$ cat config.mk
export PLATFORM = sky130hd
export DESIGN_NAME = asic_seq
export DESIGN_NICKNAME = d
export VERILOG_FILES = /design/src/rtl/asic_pkg.sv /design/src/rtl/asic_seq.sv
export SDC_FILE = /design/constraint.sdc
export NUM_CORES = 1
export LEC_CHECK = 0
export ABC_AREA = 1
export CAP_MARGIN = 20
export CORE_ASPECT_RATIO = 0.5
export CORE_UTILIZATION = 40
export DETAILED_ROUTE_END_ITERATION = 10
export PLACE_DENSITY = 0.63
export SLEW_MARGIN = 20
export SYNTH_ARGS = -nofsm -noshare
export SYNTH_HDL_FRONTEND = slang
export SYNTH_SLANG_ARGS = --single-unit
$ cat constraint.sdc
create_clock -name clka -period 3.98 [get_ports clka]
set_input_delay 0.398 -clock clka [delete_from_list [all_inputs] [get_ports clka]]
set_output_delay 0.398 -clock clka [all_outputs]
set_load 0.01 [all_outputs]
$ cat src/rtl/asic_pkg.sv
// Shared definitions for the asic_seq program sequencer: opcode values,
// instruction field positions, FSM state encoding and small decode helpers.
package asic_pkg;

  localparam logic [3:0] OP_LOAD  = 4'h3;
  localparam logic [3:0] OP_WRITE = 4'h5;
  localparam logic [3:0] OP_READ  = 4'h6;
  localparam logic [3:0] OP_HALT  = 4'hF;

  localparam int OP_MSB  = 15;
  localparam int OP_LSB  = 12;
  localparam int CH_MSB  = 9;
  localparam int CH_LSB  = 8;
  localparam int IMM_MSB = 7;
  localparam int IMM_LSB = 0;

  localparam logic [2:0] S_IDLE   = 3'd0;
  localparam logic [2:0] S_FETCH  = 3'd1;
  localparam logic [2:0] S_DECODE = 3'd2;
  localparam logic [2:0] S_ISSUE  = 3'd3;
  localparam logic [2:0] S_RWAIT  = 3'd4;
  localparam logic [2:0] S_HALT   = 3'd5;

  function automatic logic [3:0] get_op(input logic [15:0] w);
    return w[OP_MSB:OP_LSB];
  endfunction

  function automatic logic [1:0] get_ch(input logic [15:0] w);
    return w[CH_MSB:CH_LSB];
  endfunction

  function automatic logic [7:0] get_imm(input logic [15:0] w);
    return w[IMM_MSB:IMM_LSB];
  endfunction

  function automatic logic is_legal(input logic [3:0] op);
    return (op == OP_LOAD) || (op == OP_WRITE) || (op == OP_READ) || (op == OP_HALT);
  endfunction

endpackage

$ cat src/rtl/asic_seq.sv
// asic_seq: fetches 16-bit instructions from a registered ROM and turns
// them into channel write/read transactions with a valid/ready request
// and a separate read-response strobe.
// Optional build macro ASIC_SEQ_TIMEOUT_EN adds a watchdog on the ISSUE
// and RWAIT waits; without it those waits are unbounded.
module asic_seq
  import asic_pkg::*;
#(
  parameter int D_WIDTH     = 16,
  parameter int ADDR_WIDTH  = 8,
  parameter int DEPTH       = 256,
  parameter int TIMEOUT_CYC = 255
) (
  input  logic                  clka,
  input  logic                  rst,
  input  logic                  start,
  output logic                  rom_ena,
  output logic [ADDR_WIDTH-1:0] rom_addr,
  input  logic [D_WIDTH-1:0]    rom_data,
  output logic                  ch_valid,
  input  logic                  ch_ready,
  output logic [1:0]            ch_sel,
  output logic                  ch_wr,
  output logic [7:0]            ch_wdata,
  input  logic                  ch_rvalid,
  input  logic [7:0]            ch_rdata,
  output logic [7:0]            rd_data,
  output logic                  busy,
  output logic                  done,
  output logic                  err
);

  localparam logic [ADDR_WIDTH-1:0] LAST_PC = ADDR_WIDTH'(DEPTH - 1);

  logic [2:0]            state;
  logic [ADDR_WIDTH-1:0] pc;
  logic [7:0]            dreg [4];
  logic [3:0]            op;
  logic [1:0]            ch;
  logic [7:0]            imm;
  logic                  adv;
  logic                  unused_bits;

  // Fields are only meaningful in DECODE, when rom_data holds the fetched word.
  assign op          = get_op(rom_data[15:0]);
  assign ch          = get_ch(rom_data[15:0]);
  assign imm         = get_imm(rom_data[15:0]);
  assign unused_bits = ^rom_data;

  assign rom_ena  = (state == S_FETCH);
  assign rom_addr = pc;
  assign busy     = (state != S_IDLE);
  assign done     = (state == S_HALT);

`ifdef ASIC_SEQ_TIMEOUT_EN
  localparam int CW = $clog2(TIMEOUT_CYC + 1);

  logic [CW-1:0] tcnt;
  logic          waiting;
  logic          tmo;

  assign waiting = ((state == S_ISSUE) && !ch_ready) || ((state == S_RWAIT) && !ch_rvalid);
  assign tmo     = waiting && (tcnt == CW'(TIMEOUT_CYC - 1));

  // Watchdog: counts consecutive stalled cycles, restarts whenever the wait ends.
  always_ff @(posedge clka or posedge rst) begin
    if (rst) begin
      tcnt <= '0;
    end else if (waiting) begin
      tcnt <= tcnt + 1'b1;
    end else begin
      tcnt <= '0;
    end
  end
`else
  localparam int unused_timeout_cyc = TIMEOUT_CYC;
`endif

  // An instruction retires (pc moves on) after a load/illegal decode, a write
  // handshake, or the read response.
  always_comb begin
    adv = 1'b0;
    case (state)
      S_DECODE: adv = (op == OP_LOAD) || !is_legal(op);
      S_ISSUE:  adv = ch_ready && ch_wr;
      S_RWAIT:  adv = ch_rvalid;
      default:  adv = 1'b0;
    endcase
  end

  // Main sequencer; retiring the last ROM word without a halt is an error
  // and stops execution instead of wrapping pc back to 0.
  always_ff @(posedge clka or posedge rst) begin
    if (rst) begin
      state    <= S_IDLE;
      pc       <= '0;
      dreg     <= '{default: '0};
      rd_data  <= '0;
      ch_valid <= 1'b0;
      ch_sel   <= '0;
      ch_wr    <= 1'b0;
      ch_wdata <= '0;
      err      <= 1'b0;
    end else begin
      case (state)
        S_IDLE: begin
          if (start) begin
            state <= S_FETCH;
            pc    <= '0;
            err   <= 1'b0;
          end
        end
        S_FETCH: begin
          state <= S_DECODE;
        end
        S_DECODE: begin
          if (op == OP_LOAD) begin
            dreg[ch] <= imm;
          end else if ((op == OP_WRITE) || (op == OP_READ)) begin
            ch_valid <= 1'b1;
            ch_sel   <= ch;
            ch_wr    <= (op == OP_WRITE);
            ch_wdata <= ((op == OP_WRITE) && (ch != 2'd0)) ? dreg[ch] : 8'h00;
            state    <= S_ISSUE;
          end else if (op == OP_HALT) begin
            state <= S_HALT;
          end else begin
            err <= 1'b1;
          end
        end
        S_ISSUE: begin
          if (ch_ready) begin
            ch_valid <= 1'b0;
            if (!ch_wr) begin
              state <= S_RWAIT;
            end
          end
`ifdef ASIC_SEQ_TIMEOUT_EN
          else if (tmo) begin
            err      <= 1'b1;
            ch_valid <= 1'b0;
            state    <= S_HALT;
          end
`endif
        end
        S_RWAIT: begin
          if (ch_rvalid) begin
            rd_data <= ch_rdata;
          end
`ifdef ASIC_SEQ_TIMEOUT_EN
          else if (tmo) begin
            err   <= 1'b1;
            state <= S_HALT;
          end
`endif
        end
        S_HALT: begin
          state <= S_IDLE;
        end
        default: begin
          state <= S_IDLE;
        end
      endcase
      if (adv) begin
        if (pc == LAST_PC) begin
          err   <= 1'b1;
          state <= S_HALT;
        end else begin
          pc    <= pc + 1'b1;
          state <= S_FETCH;
        end
      end
    end
  end

endmodule

# Word-level counts from Yosys, hierarchy flattened
# Cells that the tools add are included.
[totals]
ff_bits = 64
out_inout_bits = 32
wordCells = 86
[classes]
addsub = 1
order_cmp = 2
eq_ne = 19
mux = 32
n_bitwise = 2
n_reduce_logical = 18
[ops]
columns = ["op", "count"]
rows = [
  ["8-bit two-way mux", 8],
  ["32-bit bitwise mux", 1],
  ["3-bit two-way mux", 8],
  ["8-bit binary-select mux with 2-bit select", 1],
  ["8-bit demux with 2-bit select", 1],
  ["3-bit one-hot mux with 5 select lines", 1],
  ["3-bit != test, second input constant", 4],
  ["1-bit two-way mux", 9],
  ["8-bit by 1-bit adder with 8-bit output, second input constant", 1],
  ["4-bit by 3-bit equality test with 1-bit output, second input constant", 2],
  ["8-bit equality test, second input constant", 1],
  ["2-bit != test, second input constant", 4],
  ["3-bit by 2-bit equality test with 1-bit output, second input constant", 2],
  ["3-bit equality test, second input constant", 2],
  ["6-bit AND reduction", 1],
  ["1-bit logical OR", 5],
  ["4-bit by 2-bit equality test with 1-bit output, second input constant", 1],
  ["4-bit equality test, second input constant", 1],
  ["4-bit != test, second input constant", 1],
  ["1-bit one-hot mux with 2 select lines", 2],
  ["2-bit AND reduction", 2],
  ["4-bit AND reduction", 1],
  ["2-bit nonzero test", 2],
  ["3-bit by 1-bit equality test with 1-bit output, second input constant", 1],
  ["10 further kinds", 12],
]

# Longest topological paths before layout
# Gate-level depths: netlist of the first run.
[depth]
word_depth = 9
ltp_mapped = 10
depth_no_buf = 10

# Least setup slack after synthesis of the first run
# No wires, ideal clock.
[synth_path]
path_kind = "register to register"
from = "reg pc[0], in the netlist rom_addr[0]"
to = "reg pc[7], in the netlist rom_addr[7]"
setup_ps = 118
arrival_time_ps = 1316
required_ps = 3862
setup_slack_ps = 2546
stages_incl_launch_ff = 9
n_path_buf = 0
period_less_slack_ps = 1434
cell_sequence = "dfrtp_1 ha_1 nand3_1 nor3_1 inv_1 nand2_4 clkinv_4 nand2_1 nand2_1"
[synth_between]
elab_chain_len = 3
[synth_lines]
columns = ["item", "line", "source"]
rows = [
  ["from (decl)", "asic_seq.sv:36", "logic [ADDR_WIDTH-1:0] pc;"],
  ["from (signal assigned)", "asic_seq.sv:169", "pc <= pc + 1'b1;"],
  ["8-bit by 1-bit adder with 8-bit output / 8-bit equality test (equally long branches)", "asic_seq.sv:169, asic_seq.sv:165", ""],
  ["8-bit two-way mux *", "asic_seq.sv:165", "if (pc == LAST_PC) begin"],
  ["8-bit two-way mux *", "asic_seq.sv:164", "if (adv) begin"],
]
# Mark *: on every way between the ends. The rest lies on a longest branch, timed or not.
# A chain may end at the register's enable or synchronous reset.

# Worst setup path in the final report of the first run
[layout_path]
from = "reg state[2]"
to = "out done"
[layout_between]
elab_chain_len = 1
[layout_lines]
columns = ["item", "line", "source"]
rows = [
  ["from (decl)", "asic_seq.sv:35", "logic [2:0] state;"],
  ["from (signal assigned)", "asic_seq.sv:95", "state <= S_IDLE;"],
  ["from (signal assigned)", "asic_seq.sv:108", "state <= S_FETCH;"],
  ["from (signal assigned)", "asic_seq.sv:114", "state <= S_DECODE;"],
  ["3-bit equality test", "asic_seq.sv:53", "assign done = (state == S_HALT);"],
  ["to (decl)", "asic_seq.sv:29", "output logic done,"],
]
# No other way between the ends.

==> impl_metrics.toml, run 1 <==
[clock_network]
cts_buffers = 9
post_cts_buffers = 0
clock_sinks = 61
cts_tree = "yes"
root_buffer = "clkbuf_16"
path_clk_slew_ns = 0.05
clk_latency_ns = 0.32
cts_buffer_depth = 2
htree_levels = 3
postCtsHoldBufs = 0
post_cts_resized = 0

[synthesis]
synth_area_leader_cell = "dfrtp_1"
ys_types = 28
avgSynthCellArea_um2 = 8.708
ys_ff_latch = 61
syn_nets = 378
ys_warn_count = 0
synth_top_area_share_pct = 50.37
synthTopCellsByCount = "nand2_1 (130), dfrtp_1 (61), nand3_1 (31), inv_1 (28), o21ai_2 (22)"
netlist_area_um2 = 3030
synth.most_common_cell = "nand2_1"
ys.flop_type = "dfrtp_1"
synth_area_leaders = "dfrtp_1 (50%), nand2_1 (16%), o21ai_2 (6.4%)"
async_reset_ff_share_pct = 100.0
seq_area_frac_synth_pct = 50.37
syn_inst = 348
synth_edf_count = 0

[cells_and_area]
drive_above_1_share_pct = 14.94
synthToLayoutAreaGrowth_pct = 31.67
multi_input_area_um2 = 1303
fillers = 672
final-seq-area_um2 = 1526
diodes = 0
fin_cells = 507
fin_nets = 441
post-route-util_pct = 57.09

[floorplanning]
fp.dieW_um = 125.1
dieArea_um2 = 7949
die-height_um = 63.55
num_io_pins = 61
initial_core_util_pct = 43.36
rows = 21
core_region_area_um2 = 6989

[drt]
viasPerCell = 4.886
ant_nets = 0
wirelength_um = 6653
drtPass1Iterations = 10
dr.first_iter.drc_count = 163
avgRoutedWirePerCell_um = 13.12
vias = 2477
drc_errors = 6

[hold_path]
hold_class = "reg -> reg"

[timing]
slew_viol_final = 0
setup_viol_count_final = 0
max_slew_margin_pct = 43.85
finalHoldViolations = 0
tightest_slew_ns = 0.8410
tns_ns = 0
finalCritPeriodShare_pct = 53.75
finClkSkew_ns = 0.004324
min_period_ns = 2.139
rsz0062_at_grt = "no"
layout_setup_ws_ns = 1.841
fmax_mhz = 467.5

[placed_design]
pre_cts_ws_ns = 1.900
io_buffers = 58
finalWeightedCongestion = 0.8396
dpl.hpwl_um = 4662
place_inst = 492

[global_routing]
grt_overflow = 0
grt_pass1_vias = 2288
grt_pass1_wl_um = 10980
grt_use_total_pct = 18.23
grt_start_max_net_pins = 42
antenna_found_initial = 0

[critical_path]
worstSetupPathType = "reg -> out"
cp.required_ns = 3.58
crit_chain = "inv_1 -> nor3_1 -> clkdlybuf4s50_1"
start_kind = "flip-flop"
path_max_fanout = 7
cp.arrival_ns = 1.74
slowest_stage = "clkdlybuf4s50_1"
critPathMaxStageDelay_ns = 0.57
end_kind = "output pin"

[power_and_ir_drop]
vdd.ir_drop.worst_v = 0.0002543
power_leakage_nw = 2.002
p_total_mw = 2.381
power_density_nw_per_um2 = 596.7

[outcome]
status = "complete, but fails checks"
violations = "design-rule violations"

[job]
max_cap_violations = 0
-- through the flow --
| stage | hold slack [ns] | instance area (um^2) |
|---|---|---|
| 4_1_cts | 0.4800 | 3990 |
| 5_1_grt | 0.5077 | 3990 |
| 3_5_place_dp | 0.4653 | 3661 |
| 6_report | 0.4796 | 3990 |
| 3_3_place_gp | 0.4600 | 3661 |
| 2_1_floorplan | 0.4472 | 3030 |
-- cell families after synthesis --
logic type / count (synthesis) / synth area share (%)
xor gates and xnor gates: 5 / 1.445
buffers and inverters: 40 / 6.647
and+or+nand+nor: 198 / 30.80
DFF: 61 / 50.37
AOI/OAI and AO/OA: 43 / 10.32
adders and majority gates: 1 / 0.4128
-- metal layers --
| layer | part of all wire (%) | wire [um] | track usage [%] | vias up |
|---|---|---|---|---|
| met5 | 0 | 0 | 0 | - |
| met4 | 0.63 | 42 | 6.707 | 0 |
| met3 | 3.5 | 232 | 6.032 | 6 |
| met2 | 50 | 3347 | 31.42 | 46 |
| met1 | 46 | 3032 | 21.36 | 1177 |
| li1 | - | - | - | 1248 |
-- path summary, 6_finish.rpt --
check,cells after the start,slack (ns),endpoint,startpoint
worst max register to register,8,2.37,rom_addr[7],rom_addr[0]
worst min-delay path,2,0.48,dreg[22],dreg[22]
max in group asynchronous,3,2.62,ch_sel[0],rst
worst min register to register,2,0.48,dreg[22],dreg[22]
min in group asynchronous,2,0.57,ch_wdata[0],rst
worst max-delay path,3,1.84,done,state[2]
-- registers in the layout, indices dropped and copies added, names as in the netlist --
signal    count
err           1
dreg         29
rd_data       8
state         3
ch_sel        2
ch_wr         1
ch_valid      1
ch_wdata      8
rom_addr      8
-- layout make-up --
cell class                      instances  area share, %
Clock buffer                           10          5.738
Clock inverter                          5          2.509
Multi-Input combinational cell        247          32.64
Tap cell                               92          2.885
Sequential cell                        61          38.26
Timing Repair Buffer                   59          14.74
Inverter                               33          3.230
-- critical path: cells and delay by family, from the launching register on --
| family | cells | cell delay (ns) |
|---|---|---|
| DFF | 1 | 0.51 |
| buffers and inverters | 2 | 0.72 |
| and+or+nand+nor | 1 | 0.19 |
-- layout by cell type, fill, tap and decap left out --
master             n
nand3_2            2
inv_1             27
a22oi_1            6
clkinv_1           1
o21ai_2           22
nor2_4             5
buf_4              1
nor3_1             4
o21ai_1           12
and3_1             1
inv_2              4
clkdlybuf4s50_1   58
bufinv_16          3
nor2_8             1
ha_1               1
nand2_2            1
clkinv_2           2
clkinv_4           1
nor2_2             4
nor2_1             7
xnor2_1            3
xor2_1             2
nand3_1           31
nand2_1          130
dfrtp_1           61
nand4_1            4
clkbuf_1           1
and2_1             1
nand2_4            7
clkbuf_16          9
o21ai_0            2
a21oi_1            1
-- where the power goes --
group | internal, mW | switching, mW | total (mW) | leakage (nW)
registers | 0.760 | 0.109 | 0.868 | 0.824
logic | 0.314 | 0.334 | 0.648 | 1.01
clock network | 0.605 | 0.259 | 0.864 | 0.162
Power figures use the tool's default switching activity.
==> inputs of run 2 (changes only) <==
==> constraint.sdc (replaced) <==
create_clock -name clka -period 2 [get_ports clka]
set_input_delay 0.2 -clock clka [delete_from_list [all_inputs] [get_ports clka]]
set_output_delay 0.2 -clock clka [all_outputs]
set_load 0.01 [all_outputs]
==> impl_metrics.toml, run 2 (same netlist as run 1, synthesis figures left out) <==
[power_and_ir_drop]
vdd.ir_drop.worst_v = 0.0005045
power_leakage_nw = 1.993
power_density_nw_per_um2 = 1149

[drt]
drc_errors = 0
m1WireLength_um = 2975
wirelength_um = 6706
viasPerCell = 4.927
top_layer = "met4"
dr.first_iter.drc_count = 138
met2_length_um = 3392
vias = 2513
drtPass1Iterations = 6
wl_met3_um = 295
avgRoutedWirePerCell_um = 13.15
ant_nets = 0

[critical_path]
crit_start = "state[1]"
end_kind = "output pin"
path_max_fanout = 6
r2r_end = "rom_addr[7]"
cp.required_ns = 1.80
worst-path-buf-inv = 1
worstSetupPathType = "reg -> out"
cp.arrival_ns = 1.72
regToRegSetupSlack_ns = 0.35
crit_chain = "nor3_1 -> clkdlybuf4s50_1"
cp_top_family = "buffers and inverters"
r2r-start = "rom_addr[0]"
start_kind = "flip-flop"
ff2ff_path_depth = 8
slowest_stage = "clkdlybuf4s50_1"
critPathMaxStageDelay_ns = 0.61

[job]
max_cap_violations = 0

[cells_and_area]
drive_above_1_share_pct = 16.27
final-seq-area_um2 = 1529
final_common_cell = "nand2_1"
synthToLayoutAreaGrowth_pct = 31.96
diodes = 0
fin_cells = 510
post-route-util_pct = 57.21
mostFrequentLayoutCells = "nand2_1 (130), dfrtp_1 (59), clkdlybuf4s50_1 (58)"
top_register = "dreg"
fillers = 647
fin_nets = 444
final_cell_area_um2 = 3999
largest_reg_flops = 29
multi_input_area_um2 = 1303

[global_routing]
grt_pass1_vias = 2392
grt_start_max_net_pins = 62
antenna_found_initial = 0
grt_use_total_pct = 18.82
grt_pass1_wl_um = 11430
grt_overflow = 0

[clock_network]
post_cts_resized = 0
clk_latency_ns = 0.33
cts_tree = "yes"
root_buffer = "clkbuf_16"
post_cts_buffers = 0
path_clk_slew_ns = 0.05
clock_sinks = 61
postCtsHoldBufs = 0
htree_levels = 3
cts_buffer_depth = 2
cts_buffers = 9

[floorplanning]
die-height_um = 63.55
fp.dieW_um = 125.1
initial_core_util_pct = 43.36
rows = 21
dieArea_um2 = 7949
core_region_area_um2 = 6989
num_io_pins = 61

[placed_design]
pre_cts_ws_ns = 0.2284
dpl_cell_area_um2 = 3696
finalWeightedCongestion = 0.8272
dpl.hpwl_um = 4640
place_inst = 495
io_buffers = 58

[timing]
max_slew_margin_pct = 70.61
finalHoldViolations = 0
slew_viol_final = 0
tns_ns = 0
tightest_slew_ns = 0.4404
layout_setup_ws_ns = 0.07782
rsz0062_at_grt = "no"
finalCritPeriodShare_pct = 96.11
fmax_mhz = 520.2
setup_viol_count_final = 0
finClkSkew_ns = 0.008577
min_period_ns = 1.922

[hold_path]
hold_class = "in -> async"

[outcome]
status = "complete, no violations"
==> run 2: metal layers <==
layer,global-route usage (%),vias to the layer above
met5,0,-
met4,7.927,0
met3,6.032,4
met2,31.28,46
met1,22.73,1208
li1,-,1255
==> run 2: through the flow <==
stage	power [mW]	hold slack [ns]
floorplan	2.488	0.3096
global placement	3.005	0.4601
detailed placement	3.065	0.4678
CTS	4.646	0.2612
global route	4.867	0.2890
finish	4.594	0.2478
==> run 2: how the worst max path moves through the flow <==
| stage | end | slack, ns | cells past startpoint |
|---|---|---|---|
| 2_1_floorplan | ch_sel[0] | 0.29 | 1 |
| 3_3_place_gp | rom_addr[7] | 0.30 | 10 |
| 3_5_place_dp | rom_addr[7] | 0.23 | 10 |
| 4_1_cts | done | 0.006 | 3 |
| 5_1_grt | rom_ena | 0.02 | 2 |
| 6_report | rom_ena | 0.08 | 2 |
==> run 2: power breakdown <==
part	switching [mW]	internal (mW)	total, mW	leakage [nW]
Combinational	0.679	0.633	1.31	1.03
Sequential	0.220	1.51	1.73	0.822
Clock	0.556	0.991	1.55	0.137
==> run 2: worst min-delay path, delay by kind of cell <==
family	cells	cell delay [ns]
buffers and inverters	3	0.77
==> run 2: cell type report <==
type                       count  share of cell area [%]
clock inverter                 5                   1.533
inverter                      33                   3.223
multi-input combinational    247                   32.57
clock buffer                  10                   5.976
sequential                    61                   38.24
tap                           92                   2.879
timing repair buffer          62                   15.58
